File: src/rtl/paddle_mover.sv
// Paddle position register with per-frame stepping, hold-to-accelerate speed ramp
// and clamping to the playfield so the centre never leaves [Y_MIN, Y_MAX].
module paddle_mover #(
    parameter int SCREEN_H  = 480,
    parameter int PADDLE_H  = 80,
    parameter int V_MIN     = 1,
    parameter int V_MAX     = 4,
    parameter int ACC_TICKS = 8
) (
    input  logic        clk,
    input  logic        rst,
    input  logic        en,
    input  logic        tick,
    input  logic        center,
    input  logic        p,
    input  logic        m,
    output logic [10:0] py,
    output logic        moving,
    output logic        dir,
    output logic        at_min,
    output logic        at_max
);

    localparam int Y_MIN = PADDLE_H / 2;
    localparam int Y_MAX = SCREEN_H - 1 - PADDLE_H / 2;
    localparam int Y_CTR = SCREEN_H / 2;
    localparam int SW    = $clog2(V_MAX + 1);
    localparam int CW    = $clog2(ACC_TICKS + 1);

    typedef enum logic [1:0] {
        IDLE   = 2'd0,
        MOVE_P = 2'd1,
        MOVE_M = 2'd2
    } state_t;

    state_t          state_q, state_d;
    logic [SW-1:0]   speed_q, speed_d;
    logic [CW-1:0]   cnt_q, cnt_d;
    logic [10:0]     py_q, py_d;
    logic            p_q, m_q;
    logic            moving_q, moving_d;
    logic            dir_q, dir_d;
    logic            at_min_q, at_min_d;
    logic            at_max_q, at_max_d;

    logic            req_plus, req_minus;
    logic [SW:0]     speed_inc;
    logic [11:0]     step;
    logic [11:0]     sum_p;

    assign req_plus  = ~p_q &  m_q;
    assign req_minus =  p_q & ~m_q;
    assign speed_inc = {1'b0, speed_q} + (SW+1)'(1);

    always_comb begin
        state_d = state_q;
        speed_d = speed_q;
        cnt_d   = cnt_q;
        py_d    = py_q;
        step    = '0;
        sum_p   = '0;

        if (!en) begin
            state_d = IDLE;
            speed_d = SW'(V_MIN);
            cnt_d   = '0;
        end else if (center) begin
            state_d = IDLE;
            speed_d = SW'(V_MIN);
            cnt_d   = '0;
            py_d    = 11'(Y_CTR);
        end else if (tick) begin
            if (!req_plus && !req_minus) begin
                state_d = IDLE;
                speed_d = SW'(V_MIN);
                cnt_d   = '0;
            end else begin
                state_d = req_plus ? MOVE_P : MOVE_M;
                // A change of direction (including starting from rest) restarts the ramp.
                if (state_q != state_d) begin
                    speed_d = SW'(V_MIN);
                    cnt_d   = CW'(1);
                end else if (cnt_q == CW'(ACC_TICKS)) begin
                    speed_d = (speed_inc > (SW+1)'(V_MAX)) ? SW'(V_MAX) : speed_inc[SW-1:0];
                    cnt_d   = CW'(1);
                end else begin
                    cnt_d   = cnt_q + CW'(1);
                end

                step  = 12'(speed_d);
                sum_p = {1'b0, py_q} + step;
                // Minus side compares before subtracting so the unsigned value never wraps.
                if (req_plus)
                    py_d = (sum_p > 12'(Y_MAX)) ? 11'(Y_MAX) : sum_p[10:0];
                else
                    py_d = ({1'b0, py_q} < 12'(Y_MIN) + step) ? 11'(Y_MIN)
                                                              : py_q - step[10:0];
            end
        end

        moving_d = (state_d != IDLE);
        dir_d    = (state_d == MOVE_P);
        at_min_d = (py_d == 11'(Y_MIN));
        at_max_d = (py_d == 11'(Y_MAX));
    end

    // NOTE: sequential state uses non-blocking assignments only; all next values come from always_comb.
    always_ff @(posedge clk or posedge rst) begin
        if (rst) begin
            state_q  <= IDLE;
            speed_q  <= SW'(V_MIN);
            cnt_q    <= '0;
            py_q     <= 11'(Y_CTR);
            p_q      <= 1'b1;
            m_q      <= 1'b1;
            moving_q <= 1'b0;
            dir_q    <= 1'b0;
            at_min_q <= 1'b0;
            at_max_q <= 1'b0;
        end else begin
            state_q  <= state_d;
            speed_q  <= speed_d;
            cnt_q    <= cnt_d;
            py_q     <= py_d;
            p_q      <= p;
            m_q      <= m;
            moving_q <= moving_d;
            dir_q    <= dir_d;
            at_min_q <= at_min_d;
            at_max_q <= at_max_d;
        end
    end

    assign py     = py_q;
    assign moving = moving_q;
    assign dir    = dir_q;
    assign at_min = at_min_q;
    assign at_max = at_max_q;

endmodule

File: config.mk
export PLATFORM = sky130hd
export DESIGN_NAME = paddle_mover
export DESIGN_NICKNAME = d
export VERILOG_FILES = /design/src/rtl/paddle_mover.sv
export SDC_FILE = /design/constraint.sdc
export NUM_CORES = 1
export LEC_CHECK = 0
export CORE_UTILIZATION = 42
export DETAILED_ROUTE_END_ITERATION = 8
export GPL_TIMING_DRIVEN = 1
export HOLD_SLACK_MARGIN = 0.1
export PLACE_DENSITY = 0.67
export RECOVER_POWER = 100
export SETUP_SLACK_MARGIN = 0.05
export SLEW_MARGIN = 20
export SYNTH_ARGS = -nofsm -noshare
export SYNTH_HDL_FRONTEND = slang
export SYNTH_SLANG_ARGS = --single-unit
File: constraint.sdc
create_clock -name clk -period 5 [get_ports clk]
set_input_delay 0.75 -clock clk [delete_from_list [all_inputs] [get_ports clk]]
set_output_delay 0.75 -clock clk [all_outputs]
set_load 0.005 [all_outputs]
==> flow_summary_export.csv, run 1 <==
group,metric,value,unit
synthesis,synth.area.mux_share,1.91,%
finish,most-common-layout-cells,"nor2_1, nand2_1, inv_1, dfrtp_1, dlygate4sd3_1",
placed_design,numPortBuffers,21,
route,drt_iter0_drc,191,
route,via_per_inst,5.99,
synthesis,dominantRegCellSynth,"dfrtp_1",
synthesis,synth_compound_area_share,22.4,%
worst_setup_path,slowest_delay,540,ps
sta,fin_crit,4680,ps
worst_setup_path,critPathLaunchType,"flip-flop",
worst_setup_path,critical_path_required,5210,ps
sta,maxSlewViolCount,0,
worst_setup_path,arrival,4890,ps
min_path,min_path_type,"reg -> reg",
floorplanning,dieArea,0.00543,mm^2
worst_setup_path,endpoint_kind,"flip-flop",
flow_run,maxCapViolations,0,
synthesis,synthesis.area,0.00216,mm^2
placed_design,gp_congestion,0.982,
global_routing,use_met2,32.0,%
power,fin_total_pwr,0.000647,W
power,leakage,1.04,nW
floorplanning,dieHeight,73.7,um
floorplanning,placementRows,25,
sta,period_share,93.5,%
synthesis,synth_nets,291,
clock_network,cts-buffers-inserted,3,
route,drc,0,
placed_design,hpwl,4200,um
sta,setup_viol,0,
synthesis,synth_top_family_by_area,"simple AND/OR/NAND/NOR gates",
clock_network,root_buffer,"clkbuf_8",
global_routing,grt_pass1_vias,1899,
finish,n_antenna_cell,0,
outcome,status,"finished, final reports clean",
sta,timing.slew.headroom,35.4,%
worst_setup_path,path_class,"reg -> reg",
global_routing,met1_usage,35.3,%
worst_setup_path,cp_cell_sequence,"inv_1 -> ha_1 -> buf_4 -> nor2_1 -> a21oi_1 -> nor3_1 -> inv_1 -> ha_1 -> or3b_1 -> a31o_2 -> o21ai_0 -> nand2_1 -> a31oi_1 -> o22ai_1 -> nor3_1 -> and3_1",
synthesis,synthAdderAreaFrac,8.81,%
worst_setup_path,crit_path_max_fanout,17,
power,peakVddDrop,0.000173,V
floorplanning,start_util,44.5,%
power,p_per_area,261,mW/mm^2
clock_network,postCtsResizedCells,0,
synthesis,synth-seq-cells,26,
sta,skew,4.89,ps
clock_network,clk_pin_slew_worst_paths,90,ps
worst_setup_path,path_delay_family,"simple AND/OR/NAND/NOR gates",
route,routed_wl,5700,um
synthesis,synthXorXnorAreaFrac,1.62,%
global_routing,use_met3,2.06,%
sta,rsz0062_at_grt,"false",
global_routing,grt_first_pass_wirelength,9350,um
worst_setup_path,path_buf_inv,3,
clock_network,cts_tree,"yes",
route,dr.pass1.iters,5,
route,drtAntennaViolNets,0,
synthesis,synth-edff-count,0,
finish,final_core_util,51.1,%
finish,layout-drive-gt1-share,6.38,%
sta,hold_violations,0,
clock_network,clock_latency,270,ps
clock_network,clock_path_buffers,2,
clock_network,postCtsHoldBufs,0,
floorplanning,dieWidth,73.7,um
min_path,holdCritStartpoint,"cnt_q[3]",
clock_network,cts_setup_buffers,0,
floorplanning,core_area,0.00485,mm^2
synthesis,syn_inst,270,
route,wl_per_cell,16.3,um
global_routing,grt_usage,22.4,%
synthesis,ys_types,57,
worst_setup_path,cp_slowest_cell,"dfstp_2",
worst_setup_path,crit_start,"p_q",
finish,final_nets,304,
synthesis,synthSimpleGateAreaFrac,28.3,%
global_routing,grt_overflow_total,0,
global_routing,grt_start_max_net_pins,27,
synthesis,async_flop_share,100,%
synthesis,avgSynthCellArea,7.99,um^2
synthesis,ys_warn_count,0,
clock_network,cts-htree-levels,1,
sta,clock.fmax,214,MHz
sta,tightest_slew,968,ps
clock_network,cts_sinks,26,
global_routing,antenna_found_initial,0,
route,vias,2091,
finish,final_common_cell,"nor2_1",
worst_setup_path,reg2reg_from,"p_q",
synthesis,yosysSeqAreaShare,30.6,%
finish,syn_to_final_growth,14.8,%
sta,setup-tns-final,0,ps
floorplanning,ios,22,
global_routing,grt-busiest-layer,"met1",
==> routing by layer <==
layer  part of all wire [%]  wire, um
met1                     50      2850
met2                     43      2450
met3                    5.9       336
met4                    1.1        63
met5                      0         0
==> flip-flops by register name, indices dropped and copies added, names as in the netlist <==
name / cells
p_q: 1
cnt_q: 4
dir: 1
moving: 1
at_max: 1
m_q: 1
state_q: 2
at_min: 1
speed_q: 3
py: 11
==> kinds of logic (layout without fill, tap and decap cells) <==
logic type               count (synthesis)  after routing
buffers and inverters                   34             46
AND/OR/NAND/NOR                        116            116
adder cells (fa/ha/maj)                 14             14
flip-flops                              26             26
XOR/XNOR                                 4              4
multiplexers                             4              4
AO/OA/AOI/OAI                           72             72
==> path summary, 6_finish.rpt <==
| kind | endpoint | slack, ps | cells past startpoint |
|---|---|---|---|
| min in group asynchronous | py[2] | 1140 | 2 |
| max reg2reg | at_max | 320 | 16 |
| min | cnt_q[3] | 610 | 2 |
| max in group asynchronous | at_min | 3280 | 2 |
| max | at_max | 320 | 16 |
| min reg2reg | cnt_q[3] | 610 | 2 |
==> worst min-delay path, cell delays in order (launching register included) <==
cell and delay, ps:
dfrtp_1 400, a21oi_1 90, nor2_1 90
==> power by group <==
part / leakage, nW / switching, W / internal [W]
sequential: 0.331 / 0.0000475 / 0.000230
combinational: 0.676 / 0.000108 / 0.0000882
clock: 0.0357 / 0.0000655 / 0.000107
==> cell type report <==
class                           instances  area [um^2]
Sequential cell                        26          659
Inverter                               19         71.3
Multi-Input combinational cell        210         1370
Clock buffer                            3         41.3
Fill cell                             461         2370
Clock inverter                          1         30.0
Tap cell                               67         83.8
Timing Repair Buffer                   23          225
==> synth_stat cells, drive strengths merged (3+ instances only) <==
| master | instances | area (um^2) |
|---|---|---|
| clkbuf | 12 | 45.0 |
| nand2b | 4 | 25.0 |
| nor3 | 10 | 55.1 |
| xnor2 | 3 | 26.3 |
| buf | 3 | 21.3 |
| ha | 12 | 150 |
| nand4 | 5 | 31.3 |
| nor2b | 8 | 50.1 |
| inv | 19 | 71.3 |
| o31ai | 6 | 45.0 |
| nor3b | 3 | 22.5 |
| nand3 | 6 | 30.0 |
| or3 | 7 | 48.8 |
| a22oi | 5 | 37.5 |
| mux2i | 3 | 30.0 |
| a221oi | 3 | 26.3 |
| nor2 | 33 | 124 |
| a211o | 3 | 26.3 |
| nand2 | 23 | 86.3 |
| o22ai | 3 | 18.8 |
| o21ai | 14 | 70.1 |
| dfstp | 7 | 184 |
| a31oi | 3 | 18.8 |
| and2 | 3 | 18.8 |
| a21oi | 16 | 80.1 |
| a211oi | 3 | 22.5 |
| dfrtp | 19 | 475 |
==> through the flow <==
step	setup slack [ps]	instance area, um^2	hold WS (ps)	std cells
after floorplan	782	2160	506	270
after detailed placement	401	2400	590	345
after global placement	441	2400	561	345
final	323	2480	610	349
after global routing	55.7	2480	650	349
after CTS	335	2470	612	349
(Power assumes the default switching activity.)
==> inputs of run 2 (changes only) <==
- ABC_CLOCK_PERIOD_IN_PS: not set -> 5000
- SETUP_SLACK_MARGIN: 0.05 -> not set
==> flow_summary_export.csv, run 2 (same netlist as run 1, synthesis figures left out) <==
group,metric,value,unit
outcome,status,"finished, final reports clean",
route,wl_per_cell,16.1,um
route,drc,0,
finish,final-instance-count-excl-fill,349,
finish,largest_reg_flops,11,
route,dr.pass1.iters,5,
clock_network,postCtsHoldBufs,0,
sta,fin_crit,4690,ps
worst_setup_path,arrival,4900,ps
sta,skew,5.15,ps
finish,most-common-layout-cells,"nor2_1, nand2_1, inv_1, dfrtp_1, dlygate4sd3_1",
placed_design,hpwl,4200,um
clock_network,cts_tree,"yes",
floorplanning,placementRows,25,
power,p_seq_share,42.9,%
route,drtAntennaViolNets,0,
sta,clock.fmax,213,MHz
min_path,hold_end,"cnt_q[3]",
min_path,min_path_type,"reg -> reg",
worst_setup_path,crit_start,"p_q",
power,switching_power,0.000220,W
worst_setup_path,r2r-end,"at_max",
sta,setup_viol,0,
flow_run,maxCapViolations,0,
finish,final_common_cell,"nor2_1",
placed_design,dp_cells,345,
power,peakVddDrop,0.000173,V
floorplanning,dieHeight,73.7,um
sta,rsz0062_at_grt,"false",
floorplanning,dieWidth,73.7,um
finish,final_nets,304,
sta,timing.slew.headroom,34.9,%
global_routing,antenna_found_initial,0,
finish,final_core_util,51.0,%
sta,maxSlewViolCount,0,
worst_setup_path,reg2reg_slack,310,ps
floorplanning,dieArea,0.00543,mm^2
clock_network,cts-buffers-inserted,3,
clock_network,cts_setup_buffers,0,
global_routing,grt_first_pass_wirelength,9350,um
route,routed_wl,5610,um
worst_setup_path,endpoint_kind,"flip-flop",
global_routing,grt_usage,22.4,%
placed_design,numPortBuffers,21,
worst_setup_path,path_class,"reg -> reg",
finish,syn_to_final_growth,14.6,%
sta,tightest_slew,975,ps
clock_network,cts-htree-levels,1,
worst_setup_path,critical_path_required,5210,ps
worst_setup_path,reg2reg_from,"p_q",
clock_network,cts_sinks,26,
sta,fin_ws,315,ps
power,leakage,1.04,nW
power,p_int,0.000426,W
floorplanning,core_area,0.00485,mm^2
sta,hold_violations,0,
floorplanning,start_util,44.5,%
clock_network,clock_path_buffers,2,
power,combPwrFrac,30.3,%
worst_setup_path,r2r_cells,16,
sta,period_share,93.7,%
clock_network,postCtsResizedCells,0,
clock_network,root_buffer,"clkbuf_8",
power,clockPowerShare,26.8,%
placed_design,dp_slack,401,ps
worst_setup_path,crit_path_max_fanout,17,
global_routing,grt_pass1_vias,1899,
power,p_per_area,261,mW/mm^2
global_routing,grt_overflow_total,0,
worst_setup_path,critPathLaunchType,"flip-flop",
power,switching_share,34.0,%
placed_design,gp_congestion,0.982,
global_routing,grt_start_max_net_pins,27,
route,drt_iter0_drc,207,
floorplanning,ios,22,
route,vias,2102,
clock_network,clock_latency,270,ps
route,via_per_inst,6.02,
min_path,holdCritStartpoint,"cnt_q[3]",
min_path,holdPathStages,2,
sta,setup-tns-final,0,ps
clock_network,clk_pin_slew_worst_paths,90,ps
finish,layout-drive-gt1-share,6.03,%
finish,n_antenna_cell,0,
run 2: changes by cell type in the layout (fill, tap and decap cells not counted):
cell / previous run / this run
o2111ai_1: 0 / 1
o2111ai_2: 1 / 0
run 2: area by class of cell:
cell class                 count  area [um^2]
fill                         459         2380
multi-input combinational    210         1360
sequential                    26          659
timing repair buffer          23          225
tap                           67         83.8
inverter                      19         71.3
clock buffer                   3         41.3
clock inverter                 1         30.0
run 2: worst max-delay path by stage:
stage                     cells after the start     end  slack (ps)
after floorplan                              17  at_max         780
after global placement                       16  at_min         440
after detailed placement                     16  at_min         400
after CTS                                    16  at_min         330
after global routing                         16  at_min          20
final                                        16  at_max         310
run 2: worst max-delay path, stage by stage (launching register included):
cell,delay [ps]
dfstp_2,540
inv_1,40
ha_1,190
buf_4,190
nor2_1,100
a21oi_1,160
nor3_1,430
inv_1,80
ha_1,430
or3b_1,470
a31o_2,280
xnor2_1,200
o2111ai_1,410
a31oi_1,340
o22ai_1,100
nor3_1,420
and3_1,220
run 2: power by group through the flow:
stage          clock [W]  sequential (W)  combinational [W]
6_report        0.000173        0.000277           0.000195
3_3_place_gp           0        0.000283           0.000194
5_1_grt         0.000182        0.000283           0.000215
3_5_place_dp           0        0.000282           0.000194
4_1_cts         0.000178        0.000279           0.000196
2_1_floorplan          0        0.000251           0.000154
run 2: routing by layer:
layer | wire length (um) | vias up | share of wire [%] | track usage [%]
li1 | - | 1000 | - | -
met1 | 2710 | 997 | 48 | 35.3
met2 | 2410 | 97 | 43 | 32.0
met3 | 426 | 8 | 7.6 | 2.06
met4 | 65 | 0 | 1.2 | 6.84
met5 | 0 | - | 0 | 0
run 2: metrics by stage:
step	cell area (um^2)	total power (W)	hold slack, ps
after floorplan	2160	0.000404	506
after global placement	2400	0.000477	561
after detailed placement	2400	0.000476	590
after CTS	2470	0.000652	612
after global routing	2470	0.000680	650
final	2470	0.000645	610
